### src/rtl/dlfloat_result_serializer.sv
// DLFloat result serializer: buffers 16-bit MAC results and streams them as low-then-high byte frames.
// Optional macro DLFLOAT_SER_FLAGS_EN appends a status byte {5'b0, is_zero, sign, is_nan} to every frame.

module dlfloat_ser_fifo #(
  parameter int DEPTH = 4,
  parameter int PTR_W = 2,
  parameter int W     = 16
) (
  input  logic             clk,
  input  logic             rst,
  input  logic             i_flush,
  input  logic             i_push,
  input  logic [W-1:0]     i_wdat,
  input  logic             i_pop,
  output logic [W-1:0]     o_rdat,
  output logic [PTR_W:0]   o_count
);

  logic [W-1:0]   r_mem [DEPTH];
  logic [PTR_W-1:0] r_wr_ptr;
  logic [PTR_W-1:0] r_rd_ptr;
  logic [PTR_W:0]   r_count;

  // Storage is never read before it is written, so it carries no reset.
  always_ff @(posedge clk) begin
    if (i_push && !i_flush) r_mem[r_wr_ptr] <= i_wdat;
  end

  always_ff @(posedge clk or posedge rst) begin
    if (rst) begin
      r_wr_ptr <= '0;
      r_rd_ptr <= '0;
      r_count  <= '0;
    end else if (i_flush) begin
      r_wr_ptr <= '0;
      r_rd_ptr <= '0;
      r_count  <= '0;
    end else begin
      if (i_push) r_wr_ptr <= r_wr_ptr + 1'b1;
      if (i_pop)  r_rd_ptr <= r_rd_ptr + 1'b1;
      case ({i_push, i_pop})
        2'b10:   r_count <= r_count + 1'b1;
        2'b01:   r_count <= r_count - 1'b1;
        default: r_count <= r_count;
      endcase
    end
  end

  assign o_rdat  = r_mem[r_rd_ptr];
  assign o_count = r_count;

endmodule

module dlfloat_result_serializer #(
  parameter int DEPTH = 4,
  parameter int PTR_W = 2
) (
  input  logic             clk,
  input  logic             rst,
  input  logic             flush,
  input  logic             res_valid,
  input  logic [15:0]      res_data,
  output logic             res_ready,
  output logic [7:0]       out_data,
  output logic             out_valid,
  input  logic             out_ready,
  output logic             out_last,
  output logic [PTR_W:0]   fifo_count,
  output logic [7:0]       drop_cnt
);

`ifdef DLFLOAT_SER_FLAGS_EN
  typedef enum logic [1:0] {S_IDLE, S_LO, S_HI, S_FLG} state_t;
  localparam logic LP_HI_LAST = 1'b0;
`else
  typedef enum logic [1:0] {S_IDLE, S_LO, S_HI} state_t;
  localparam logic LP_HI_LAST = 1'b1;
`endif

  localparam logic [PTR_W:0] LP_FULL = DEPTH[PTR_W:0];

  state_t         r_state;
  logic [15:0]    r_hold;
  logic [7:0]     r_out_data;
  logic           r_out_valid;
  logic           r_out_last;
  logic [7:0]     r_drop_cnt;

  logic [15:0]    w_head;
  logic [PTR_W:0] w_count;
  logic           w_res_ready;
  logic           w_push;
  logic           w_drop;
  logic           w_pop;
  logic           w_nonempty;
  logic           w_frame_end;

  // No bypass: a pop in the same cycle never frees a slot for the incoming word.
  assign w_res_ready = (w_count != LP_FULL);
  assign w_push      = res_valid && w_res_ready;
  assign w_drop      = res_valid && !w_res_ready;
  assign w_nonempty  = (w_count != '0);

`ifdef DLFLOAT_SER_FLAGS_EN
  logic w_is_nan;
  logic w_is_zero;
  logic w_sign;
  assign w_is_nan    = (r_hold == 16'hFFFF);
  assign w_is_zero   = (r_hold == 16'h0000);
  assign w_sign      = r_hold[15] && !w_is_nan;
  assign w_frame_end = (r_state == S_FLG) && out_ready;
`else
  assign w_frame_end = (r_state == S_HI) && out_ready;
`endif

  // Pop on the head-load from IDLE and on the last byte of a frame for back-to-back streaming.
  assign w_pop = w_nonempty && ((r_state == S_IDLE) || w_frame_end);

  dlfloat_ser_fifo #(
    .DEPTH (DEPTH),
    .PTR_W (PTR_W),
    .W     (16)
  ) u_fifo (
    .clk     (clk),
    .rst     (rst),
    .i_flush (flush),
    .i_push  (w_push),
    .i_wdat  (res_data),
    .i_pop   (w_pop),
    .o_rdat  (w_head),
    .o_count (w_count)
  );

  always_ff @(posedge clk or posedge rst) begin
    if (rst) begin
      r_state     <= S_IDLE;
      r_hold      <= '0;
      r_out_data  <= '0;
      r_out_valid <= 1'b0;
      r_out_last  <= 1'b0;
      r_drop_cnt  <= '0;
    end else if (flush) begin
      r_state     <= S_IDLE;
      r_hold      <= '0;
      r_out_data  <= '0;
      r_out_valid <= 1'b0;
      r_out_last  <= 1'b0;
      r_drop_cnt  <= '0;
    end else begin
      if (w_drop && (r_drop_cnt != 8'hFF)) r_drop_cnt <= r_drop_cnt + 8'd1;

      if (w_frame_end) begin
        if (w_nonempty) begin
          r_hold      <= w_head;
          r_out_data  <= w_head[7:0];
          r_out_valid <= 1'b1;
          r_out_last  <= 1'b0;
          r_state     <= S_LO;
        end else begin
          r_out_valid <= 1'b0;
          r_out_last  <= 1'b0;
          r_state     <= S_IDLE;
        end
      end else begin
        case (r_state)
          S_IDLE: begin
            if (w_nonempty) begin
              r_hold      <= w_head;
              r_out_data  <= w_head[7:0];
              r_out_valid <= 1'b1;
              r_out_last  <= 1'b0;
              r_state     <= S_LO;
            end
          end
          S_LO: begin
            if (out_ready) begin
              r_out_data <= r_hold[15:8];
              r_out_last <= LP_HI_LAST;
              r_state    <= S_HI;
            end
          end
`ifdef DLFLOAT_SER_FLAGS_EN
          S_HI: begin
            if (out_ready) begin
              r_out_data <= {5'b0, w_is_zero, w_sign, w_is_nan};
              r_out_last <= 1'b1;
              r_state    <= S_FLG;
            end
          end
          S_FLG: r_state <= S_FLG;
`else
          S_HI: r_state <= S_HI;
`endif
          default: begin
            r_out_valid <= 1'b0;
            r_out_last  <= 1'b0;
            r_state     <= S_IDLE;
          end
        endcase
      end
    end
  end

  assign res_ready  = w_res_ready;
  assign out_data   = r_out_data;
  assign out_valid  = r_out_valid;
  assign out_last   = r_out_last;
  assign fifo_count = w_count;
  assign drop_cnt   = r_drop_cnt;

endmodule

### config.mk
export PLATFORM = sky130hd
export DESIGN_NAME = dlfloat_result_serializer
export DESIGN_NICKNAME = d
export VERILOG_FILES = /design/src/rtl/dlfloat_result_serializer.sv
export SDC_FILE = /design/constraint.sdc
export NUM_CORES = 1
export LEC_CHECK = 0
export CORE_UTILIZATION = 31
export DETAILED_ROUTE_END_ITERATION = 12
export SYNTH_ARGS = -nofsm -noshare
export SYNTH_HDL_FRONTEND = slang
export SYNTH_SLANG_ARGS = --single-unit
### constraint.sdc
create_clock -name clk -period 2.1 [get_ports clk]
set_input_delay 0.315 -clock clk [delete_from_list [all_inputs] [get_ports clk]]
set_output_delay 0.315 -clock clk [all_outputs]
set_load 0.01 [all_outputs]
### Yosys cells after proc, flatten, opt, wreduce, memory -nomap -nowiden

Memories as Yosys holds them, arrays and structs flattened.
Index checks and enable logic that the tools add are counted.
Widths: inputs -> output; s select.

| cells by class | value |
|---|---|
| equality and inequality tests | 10 |
| mux-type cells | 35 |
| reduce and logical (&&, ||, !) cells | 22 |
| $add $sub $neg | 5 |

Operators by type and width:

| cell | number |
|---|---|
| $mux 16 | 4 |
| $mux 8 | 6 |
| $mux 2 | 8 |
| $pmux 8 s2 | 1 |
| $mux 1 | 11 |
| $reduce_bool 3->1 | 3 |
| $add 8x1->8 const B | 1 |
| $ne 4x4->1 const B | 2 |
| $ne 8x8->1 const B | 1 |
| $logic_and 1x1->1 | 6 |
| $ne 3x3->1 const B | 2 |
| $pmux 2 s3 | 1 |
| $pmux 3 s2 | 1 |
| $reduce_and 2->1 | 3 |
| $reduce_bool 2->1 | 3 |
| $add 2x1->2 const B | 2 |
| $eq 2x1->1 const B | 2 |
| $eq 2x2->1 const B | 2 |
| $reduce_bool 4->1 | 1 |
| $add 3x1->3 const B | 1 |
| $mux 3 | 1 |
| $ne 3x1->1 const B | 1 |
| $pmux 1 s3 | 1 |
| $reduce_and 3->1 | 1 |
| 6 further kinds | 7 |

| storage, ports and cells | value |
|---|---|
| input bits | 21 |
| RAM bits | 64 |
| memories kept | 1 |
| word-level logic and storage cells | 82 |
| bits in registers | 43 |
| output and inout bits | 22 |

Memory list:

| memory | depth | bits a word | read ports | clocked after memory_dff | wr ports | RTL line | source |
|---|---|---|---|---|---|---|---|
| u_fifo.r_mem | 4 | 16 | 1 | 0 | 1 | 19 | `logic [W-1:0] r_mem [DEPTH];` |

### Depth between registers and ports, before layout

Gate-level depths: netlist of run 1.

| logic depth | value |
|---|---|
| depth after elaboration | 7 |
| depth in mapped cells | 7 |
| gate-level depth less buffers | 7 |

### Modules after synthesis

From an unflattened synthesis of run 1, not the netlist that was laid out.

| second synthesis, totals | value |
|---|---|
| cells, all modules | 292 |
| area, all modules | 4309.1 µm² |

By module, submodules not included:

| module | instances | cells each | area each (µm²) |
|---|---|---|---|
| dlfloat_ser_fifo | 1 | 126 | 2780.2 |
| dlfloat_result_serializer | 1 | 166 | 1529.0 |

### Worst setup path before layout of run 1

No wires, ideal clock.

| timing path | value |
|---|---|
| path type | reg2reg |
| start point | register u_fifo.r_count[0] (netlist: u_fifo.o_count[0]) |
| end point | register u_fifo.r_count[2] (netlist: u_fifo.o_count[2]) |
| period minus slack after synthesis | 2.200 ns |
| data arrival time | 2.072 ns |
| path slack | -0.100 ns |
| cell stages (with the launch flop) | 7 |
| cells stage by stage | dfrtp_1 > or3b_1 > buf_2 > a211oi_4 > fa_1 > mux2i_1 > mux2_1 |

| on the way | value |
|---|---|
| cells in the longest elaborated chain, start to end | 5 |
| elaborated cells between the ends (all ways) | 11 |

Ends and longest elaborated chain:

| element | RTL line | source |
|---|---|---|
| start: declaration | 22 | `logic [PTR_W:0] r_count;` |
| start signal: assignment | 42 | `2'b10: r_count <= r_count + 1'b1;` |
| start signal: assignment | 43 | `2'b01: r_count <= r_count - 1'b1;` |
| start signal: assignment | 44 | `default: r_count <= r_count;` |
| $ne 3x3->1 (*) | 99 | `assign w_res_ready = (w_count != LP_FULL);` |
| net res_ready | 63 | `output logic res_ready,` |
| $logic_and 1x1->1 (*) | 100 | `assign w_push = res_valid && w_res_ready;` |
| $eq 2x1->1 / $eq 2x2->1 (equally long branches) | 41 | `case ({i_push, i_pop})` |
| $pmux 3 s2 | 41 |  |
| $mux 3 | 34 | `end else if (i_flush) begin` |

Mark *: on every way through the listed nets, which the timed path passes. The rest lies on a longest branch.
A chain may end at the register's enable or synchronous reset.

### Worst setup path after layout of run 1

| timing path | value |
|---|---|
| start point | register r_state[1] |
| end point | register u_fifo.r_count[2] (netlist: u_fifo.o_count[2]) |

| on the way | value |
|---|---|
| cells in the longest elaborated chain, start to end | 7 |
| elaborated cells between the ends (all ways) | 10 |

Ends and longest elaborated chain:

| element | RTL line | source |
|---|---|---|
| start: declaration | 82 | `state_t r_state;` |
| start signal: assignment | 136 | `r_state <= S_IDLE;` |
| start signal: assignment | 143 | `r_state <= S_IDLE;` |
| start signal: assignment | 158 | `r_state <= S_LO;` |
| $eq 2x2->1 | 113 | `assign w_frame_end = (r_state == S_HI) && out_ready;` |
| $logic_and 1x1->1 | 113 |  |
| $logic_or 1x1->1 (*) | 117 | `assign w_pop = w_nonempty && ((r_state == S_IDLE) \|\| w_frame_end);` |
| $logic_and 1x1->1 (*) | 117 |  |
| $eq 2x1->1 / $eq 2x2->1 (equally long branches) | 41 |  |
| $pmux 3 s2 | 41 |  |
| $mux 3 | 34 |  |

Mark *: on every way between the ends. The rest lies on a longest branch, timed or not.

==> results.yml, run 1 <==
outcome:
  run_status: "finished, final reports clean"
global_route:
  grtUsageTotal: 0.1315
  grt_max_degree: 19
  grt.overflow.total: 0
  antenna_found_initial: 0
  grt_pass1_wl_mm: 13.91
  first_global_vias: 2595
setup_path:
  critPathSlowestCell: "fa_1"
  cp_max_fo: 4
  cp-start-kind: "flop"
  crit_chain: "inv_1, ha_1, a21oi_2, a211oi_4, fa_1, mux2i_1, mux2_1"
  cp.required_ns: 2.32
  worstPathArrival_ns: 2.16
  cpPeakStageDelay_ns: 0.38
  cp-end-kind: "flop"
  criticalPathCategory: "reg -> reg"
  reg2reg_from: "r_state[1]$_DFFE_PP0P_"
  startpoint: "r_state[1]$_DFFE_PP0P_"
  r2r_cells: 7
timing:
  rsz0062_at_grt: "false"
  fmax_mhz: 514.2
  finClkSkew_ns: 0.009445
  maxSlewViolCount: 0
  finalSetupViolations: 0
  post-route-period-util: 0.9262
  max_slew_margin: 0.5055
  setup_ws_ns: 0.1551
  hold_violations: 0
  worst_slew_pin_slew_ns: 0.7418
  setup-tns-final_ns: 0
  finalHoldWorstSlack_ns: 0.2668
  min_period_ns: 1.945
yosys:
  seq_area_frac_synth: 0.6615
  syn_inst: 283
  synth-async-reset-ratio: 0.3535
  post_synth_num_cell_types: 40
  synth-edff-count: 64
  syn-num-nets: 315
  synth_seq_cells: 99
  yosys_warnings: 0
  syn_avg_cell_area_um2: 14.94
  synthFlopType: "edfxtp_1"
  synth.cell_area_mm2: 0.004229
power:
  vdd_drop_max_v: 0.0005114
  power_frac_comb: 0.298
  power.internal_w: 0.004006
  leakagePower_nw: 1.997
  clockPowerShare: 0.271
  swShare: 0.3080
  switchingPower_w: 0.001783
  seq_power_share: 0.431
  p_per_area_mw_per_mm2: 1083
placed_design:
  port_buffers: 42
  gp_congestion: 0.7564
  place_area_mm2: 0.005047
  dp.final_hpwl_mm: 5.955
  dpl_worst_slack_ns: -0.06593
route:
  routed_via_density: 4.896
  drt-initial-drc-count: 193
  drc_errors: 0
  wl_per_cell_um: 16.25
  drtAntennaViolNets: 0
  num_vias: 2585
  first_pass_iters: 6
  routed_wl_mm: 8.578
floorplan:
  dieArea_mm2: 0.01411
  rows: 42
  io_pins: 43
  die_h_um: 118.8
  start_util: 0.3181
  die_width_um: 118.8
  core_area_mm2: 0.01330
cells_and_area:
  syn2layout_area_growth_pct: 26.36
  nFillCells: 1232
  num-nets-final: 379
  drive_gt1_frac: 0.1847
  n_antenna_cell: 0
  design_area_mm2: 0.005344
clocking:
  root_buffer: "clkbuf_16"
  post_cts_buffers: 0
  holdBufCountCts: 0
  clockBufferDepth: 2
  cts.sinks: 99
  cts_tree: "built"
  clk_pin_slew_ns: 0.07
  numCtsBuffers: 9
  htreeDepth: 3
  clk_latency_ns: 0.34
run:
  cap_viol_max_count: 0
worst_hold_path:
  hp-class: "in -> async"
==> state kept, by name (all words and copies together) (netlist names) <==
register and cells:
u_fifo.r_wr_ptr 2, u_fifo.r_rd_ptr 2, out_valid 1, out_data 8, r_hold 8, r_state 2
u_fifo.r_mem 64, drop_cnt 8, u_fifo.o_count 3, out_last 1
==> critical path: cells and delay by family (launching register included) <==
family	cells	cell delay, ns
adder cells (fa/ha/maj)	2	0.60
multiplexers	2	0.50
flip-flops	1	0.37
AO/OA/AOI/OAI	2	0.26
buffers and inverters	1	0.09
==> power groups by stage <==
stage,clock (W),combinational (W),sequential (W)
after global routing,0.00168,0.00191,0.00252
after detailed placement,0,0.00173,0.00253
final,0.00157,0.00172,0.00250
after CTS,0.00161,0.00174,0.00250
after global placement,0,0.00171,0.00253
after floorplan,0,0.00109,0.00252
==> Yosys cell counts (3+ instances only) <==
master,n,area share
inv_1,7,0.0062
ha_1,10,0.030
clkbuf_1,6,0.0053
mux4_2,16,0.085
mux2_2,3,0.0080
buf_2,4,0.0047
dfrtp_1,35,0.21
xor2_1,3,0.0062
edfxtp_1,64,0.45
nand2_1,26,0.023
nor3_1,4,0.0047
and2_1,6,0.0089
o21ai_0,6,0.0071
a21oi_1,11,0.013
a22o_1,17,0.035
a31oi_1,8,0.012
nor2_1,24,0.021
xnor2_1,4,0.0083
==> placed cells by master, fill, tap and decap left out, types with 3 or more instances in the layout <==
master and count:
nor3_1 3, mux2_2 3, buf_4 19, buf_12 4, mux4_2 16, o21ai_0 6, edfxtp_1 64, a22o_1 17
inv_1 7, dfrtp_1 34, nor2_1 24, xnor2_1 4, and2_1 6, a31oi_1 8, xor2_1 3, nand2_1 26
a21oi_1 10, clkbuf_16 9, ha_1 9, clkdlybuf4s50_1 41
==> path summary, 6_finish.rpt <==
kind                                            endpoint  slack (ns)
setup / recovery           u_fifo.o_count[2]$_DFFE_PP0P_        0.16
hold / removal                   drop_cnt[3]$_DFFE_PP0P_        0.27
setup reg to reg           u_fifo.o_count[2]$_DFFE_PP0P_        0.16
hold reg to reg                   r_hold[15]$_DFFE_PP0P_        0.50
max in group asynchronous         r_hold[14]$_DFFE_PP0P_        1.29
min in group clk                  r_hold[15]$_DFFE_PP0P_        0.50
==> metrics by stage <==
stage	utilization	total power [W]	cells
after CTS	0.4014	0.005850	528
after global routing	0.4019	0.006117	528
after detailed placement	0.3796	0.004266	512
after floorplan	-	0.003613	283
after global placement	0.3796	0.004236	512
final	0.4019	0.005789	528
==> layout make-up <==
type | instances | area [µm²] | share of cell area
Timing Repair Buffer | 65 | 641.9 | 0.1201
Clock inverter | 7 | 62.56 | 0.01171
Sequential cell | 99 | 2799 | 0.5238
Tap cell | 176 | 220.2 | 0.04121
Multi-Input combinational cell | 165 | 1369 | 0.2561
Inverter | 7 | 26.28 | 0.004917
Clock buffer | 9 | 225.2 | 0.04214
==> logic make-up after synthesis <==
| kind of cell | synth area share |
|---|---|
| xor gates and xnor gates | 0.01450 |
| buffers and inverters | 0.01805 |
| DFF | 0.6615 |
| AOI/OAI and AO/OA | 0.08462 |
| adders and majority gates | 0.03432 |
| and+or+nand+nor | 0.08639 |
| muxes | 0.1006 |
==> layer usage <==
| layer | vias up | global-route usage | wire length, µm |
|---|---|---|---|
| li1 | 1195 | - | - |
| met1 | 1309 | 0.1720 | 3773 |
| met2 | 71 | 0.2087 | 4248 |
| met3 | 10 | 0.03137 | 427 |
| met4 | 0 | 0.05538 | 129 |
| met5 | - | 0 | 0 |
==> timing repair <==
action / CTS / global route
hold endpoints to repair: 0 / 0
gates resized for setup: 2 / 2
pin swaps: 0 / 1
endpoints found under the setup margin: 1 / 9
Note: power is estimated with default switching activity, not from simulation.
==> run 2: changes to the inputs <==
--- a/config.mk
+++ b/config.mk
@@ -9,4 +9,5 @@
 export DETAILED_ROUTE_END_ITERATION = 12
 export SYNTH_ARGS = -nofsm -noshare
 export SYNTH_HDL_FRONTEND = slang
+export SYNTH_HIERARCHICAL = 1
 export SYNTH_SLANG_ARGS = --single-unit
==> results.yml, run 2 <==
outcome:
  run_status: "finished, final reports clean"
cells_and_area:
  num-nets-final: 380
  top_register: "u_fifo/r_mem"
  design_area_mm2: 0.005421
  final_cell_mix: "edfxtp_1, clkdlybuf4s50_1, dfrtp_1, nor2_1, nor3_1"
  largest_register_ffs: 64
  post-route-util: 0.4046
  n_antenna_cell: 0
  syn2layout_area_growth_pct: 25.81
  fin_cells: 530
  drive_gt1_frac: 0.1751
  final_common_cell: "edfxtp_1"
placed_design:
  dpl_worst_slack_ns: 0.01951
  gp_congestion: 0.8075
  dp.final_hpwl_mm: 5.789
  place_area_mm2: 0.005105
  dp.cells: 514
  port_buffers: 42
timing:
  worst_slew_pin_slew_ns: 0.4345
  setup_ws_ns: 0.1140
  finalSetupViolations: 0
  maxSlewViolCount: 0
  max_slew_margin: 0.7073
  fmax_mhz: 503.5
  min_period_ns: 1.986
  hold_violations: 0
  finalHoldWorstSlack_ns: 0.2506
  post-route-period-util: 0.9457
  finClkSkew_ns: 0.009705
yosys:
  synth_seq_cells: 99
  synth_most_common_cell: "edfxtp_1"
  synth.cell_area_mm2: 0.004309
  seq_area_frac_synth: 0.6492
  syn_inst: 292
  synth-edff-count: 64
  post_synth_num_cell_types: 49
  ys_top_cells_by_count: "edfxtp_1, dfrtp_1, nor2_1, nor3_1, nand2_1"
  synth_area_leaders: "edfxtp_1, dfrtp_1, mux4_1"
  yosysTopAreaCell: "edfxtp_1"
  synth-async-reset-ratio: 0.3535
  synth_top_cell_area_share: 0.4460
  syn-num-nets: 323
  synthFlopType: "edfxtp_1"
  syn_avg_cell_area_um2: 14.76
  yosys_warnings: 6
global_route:
  grt_pass1_wl_mm: 13.98
  grtUsageMet2: 0.2166
  grt_max_degree: 39
  grtUsageTotal: 0.1289
  grt_util_met1: 0.1604
  antenna_found_initial: 0
  first_global_vias: 2679
  grt.overflow.total: 0
  gr-max-usage-layer: "met2"
  use_met3: 0.03042
setup_path:
  cpLargestDelayFamily: "simple AND/OR/NAND/NOR gates"
  cp-end-kind: "flop"
  path_buf_inv: 1
  crit_chain: "inv_1, ha_4, a21oi_4, nor2_4, nor2b_4, fa_2, and3b_1, o21ai_0, nor3b_2"
  cp.depth: 9
  critPathSlowestCell: "dfrtp_1"
  r2r_cells: 9
  r2r_setup_slack_ns: 0.11
  startpoint: "r_state[1]$_DFFE_PP0P_"
  cpPeakStageDelay_ns: 0.38
  worstPathArrival_ns: 2.26
  reg2reg_from: "r_state[1]$_DFFE_PP0P_"
  cp.required_ns: 2.37
  criticalPathCategory: "reg -> reg"
  cp_max_fo: 3
  cp-start-kind: "flop"
route:
  wl_per_cell_um: 15.93
  drc_errors: 0
  routed_via_density: 4.972
  routed_wl_mm: 8.445
  num_vias: 2635
  drt-initial-drc-count: 175
  drtAntennaViolNets: 0
  first_pass_iters: 4
power:
  vdd_drop_max_v: 0.0005461
  leakagePower_nw: 1.995
  p_per_area_mw_per_mm2: 1219
floorplan:
  die_width_um: 119.9
  io_pins: 43
  die_h_um: 119.9
  rows: 42
  dieArea_mm2: 0.01438
  start_util: 0.3216
  core_area_mm2: 0.01340
run:
  cap_viol_max_count: 0
clocking:
  numCtsBuffers: 9
  cts_tree: "built"
  clk_pin_slew_ns: 0.07
  holdBufCountCts: 0
  cts.sinks: 99
  clockBufferDepth: 2
  clk_latency_ns: 0.35
  root_buffer: "clkbuf_16"
  htreeDepth: 3
worst_hold_path:
  hp-class: "in -> async"
## run 2: cell count changes in the layout (fill, tap and decap cells not counted), moves of 8 or more
cell     change
a22o_1      -17
a31oi_1      -8
mux4_1       +8
mux4_2       -8
nand2_1      -8
nor3_1      +16
o22a_1       +8
## run 2: worst paths after layout
check / end
max in group asynchronous: r_hold[10]$_DFFE_PP0P_
hold / removal: u_fifo/r_wr_ptr[1]$_DFFE_PP0P_
setup reg to reg: u_fifo/o_count[2]$_DFFE_PP0P_
hold reg to reg: out_valid$_DFFE_PP0P_
setup / recovery: u_fifo/o_count[2]$_DFFE_PP0P_
min in group clk: out_valid$_DFFE_PP0P_
## run 2: logic make-up after synthesis
| kind of cell | after synthesis | share of synthesized area |
|---|---|---|
| AOI/OAI and AO/OA | 47 | 0.07841 |
| xor gates and xnor gates | 7 | 0.01423 |
| adders and majority gates | 10 | 0.03078 |
| buffers and inverters | 24 | 0.03077 |
| DFF | 99 | 0.6492 |
| muxes | 21 | 0.1025 |
| and+or+nand+nor | 84 | 0.09408 |
## run 2: routing by layer
metal | share of wire | wire, µm
met5 | 0 | 0
met1 | 0.45 | 3813
met3 | 0.037 | 313
met4 | 0.016 | 131
met2 | 0.50 | 4187
## run 2: worst register-to-register path: cells and delay by family (launching register included)
family          cells  cell delay, ns
simple gates        4            0.57
fa+ha+maj           2            0.55
flops               1            0.38
compound gates      2            0.30
buf+inv             1            0.11
## run 2: power breakdown
group          internal (W)  switching [W]
Sequential          0.00237       0.000189
Combinational       0.00119        0.00124
Clock              0.000845       0.000781
Total               0.00440        0.00221
## run 2: stage by stage
stage           TNS, ns  total power (W)
5_1_grt        -0.01654         0.006972
6_report              0         0.006609
3_5_place_dp          0         0.005011
2_1_floorplan         0         0.004206
3_3_place_gp          0         0.004957
4_1_cts               0         0.006645
## run 2: final cells by class
class,count,area (µm²)
clock buffer,9,225.2
clock inverter,7,72.57
fill,1226,7979
inverter,9,33.78
multi-input combinational,169,1446
sequential,99,2798
tap,176,220.2
timing repair buffer,61,625.6
## run 2: what timing repair did
| item | CTS | global route |
|---|---|---|
| setup endpoints to repair | 0 | 3 |
| resized for setup | 0 | 4 |
| buffers inserted | 0 | 0 |
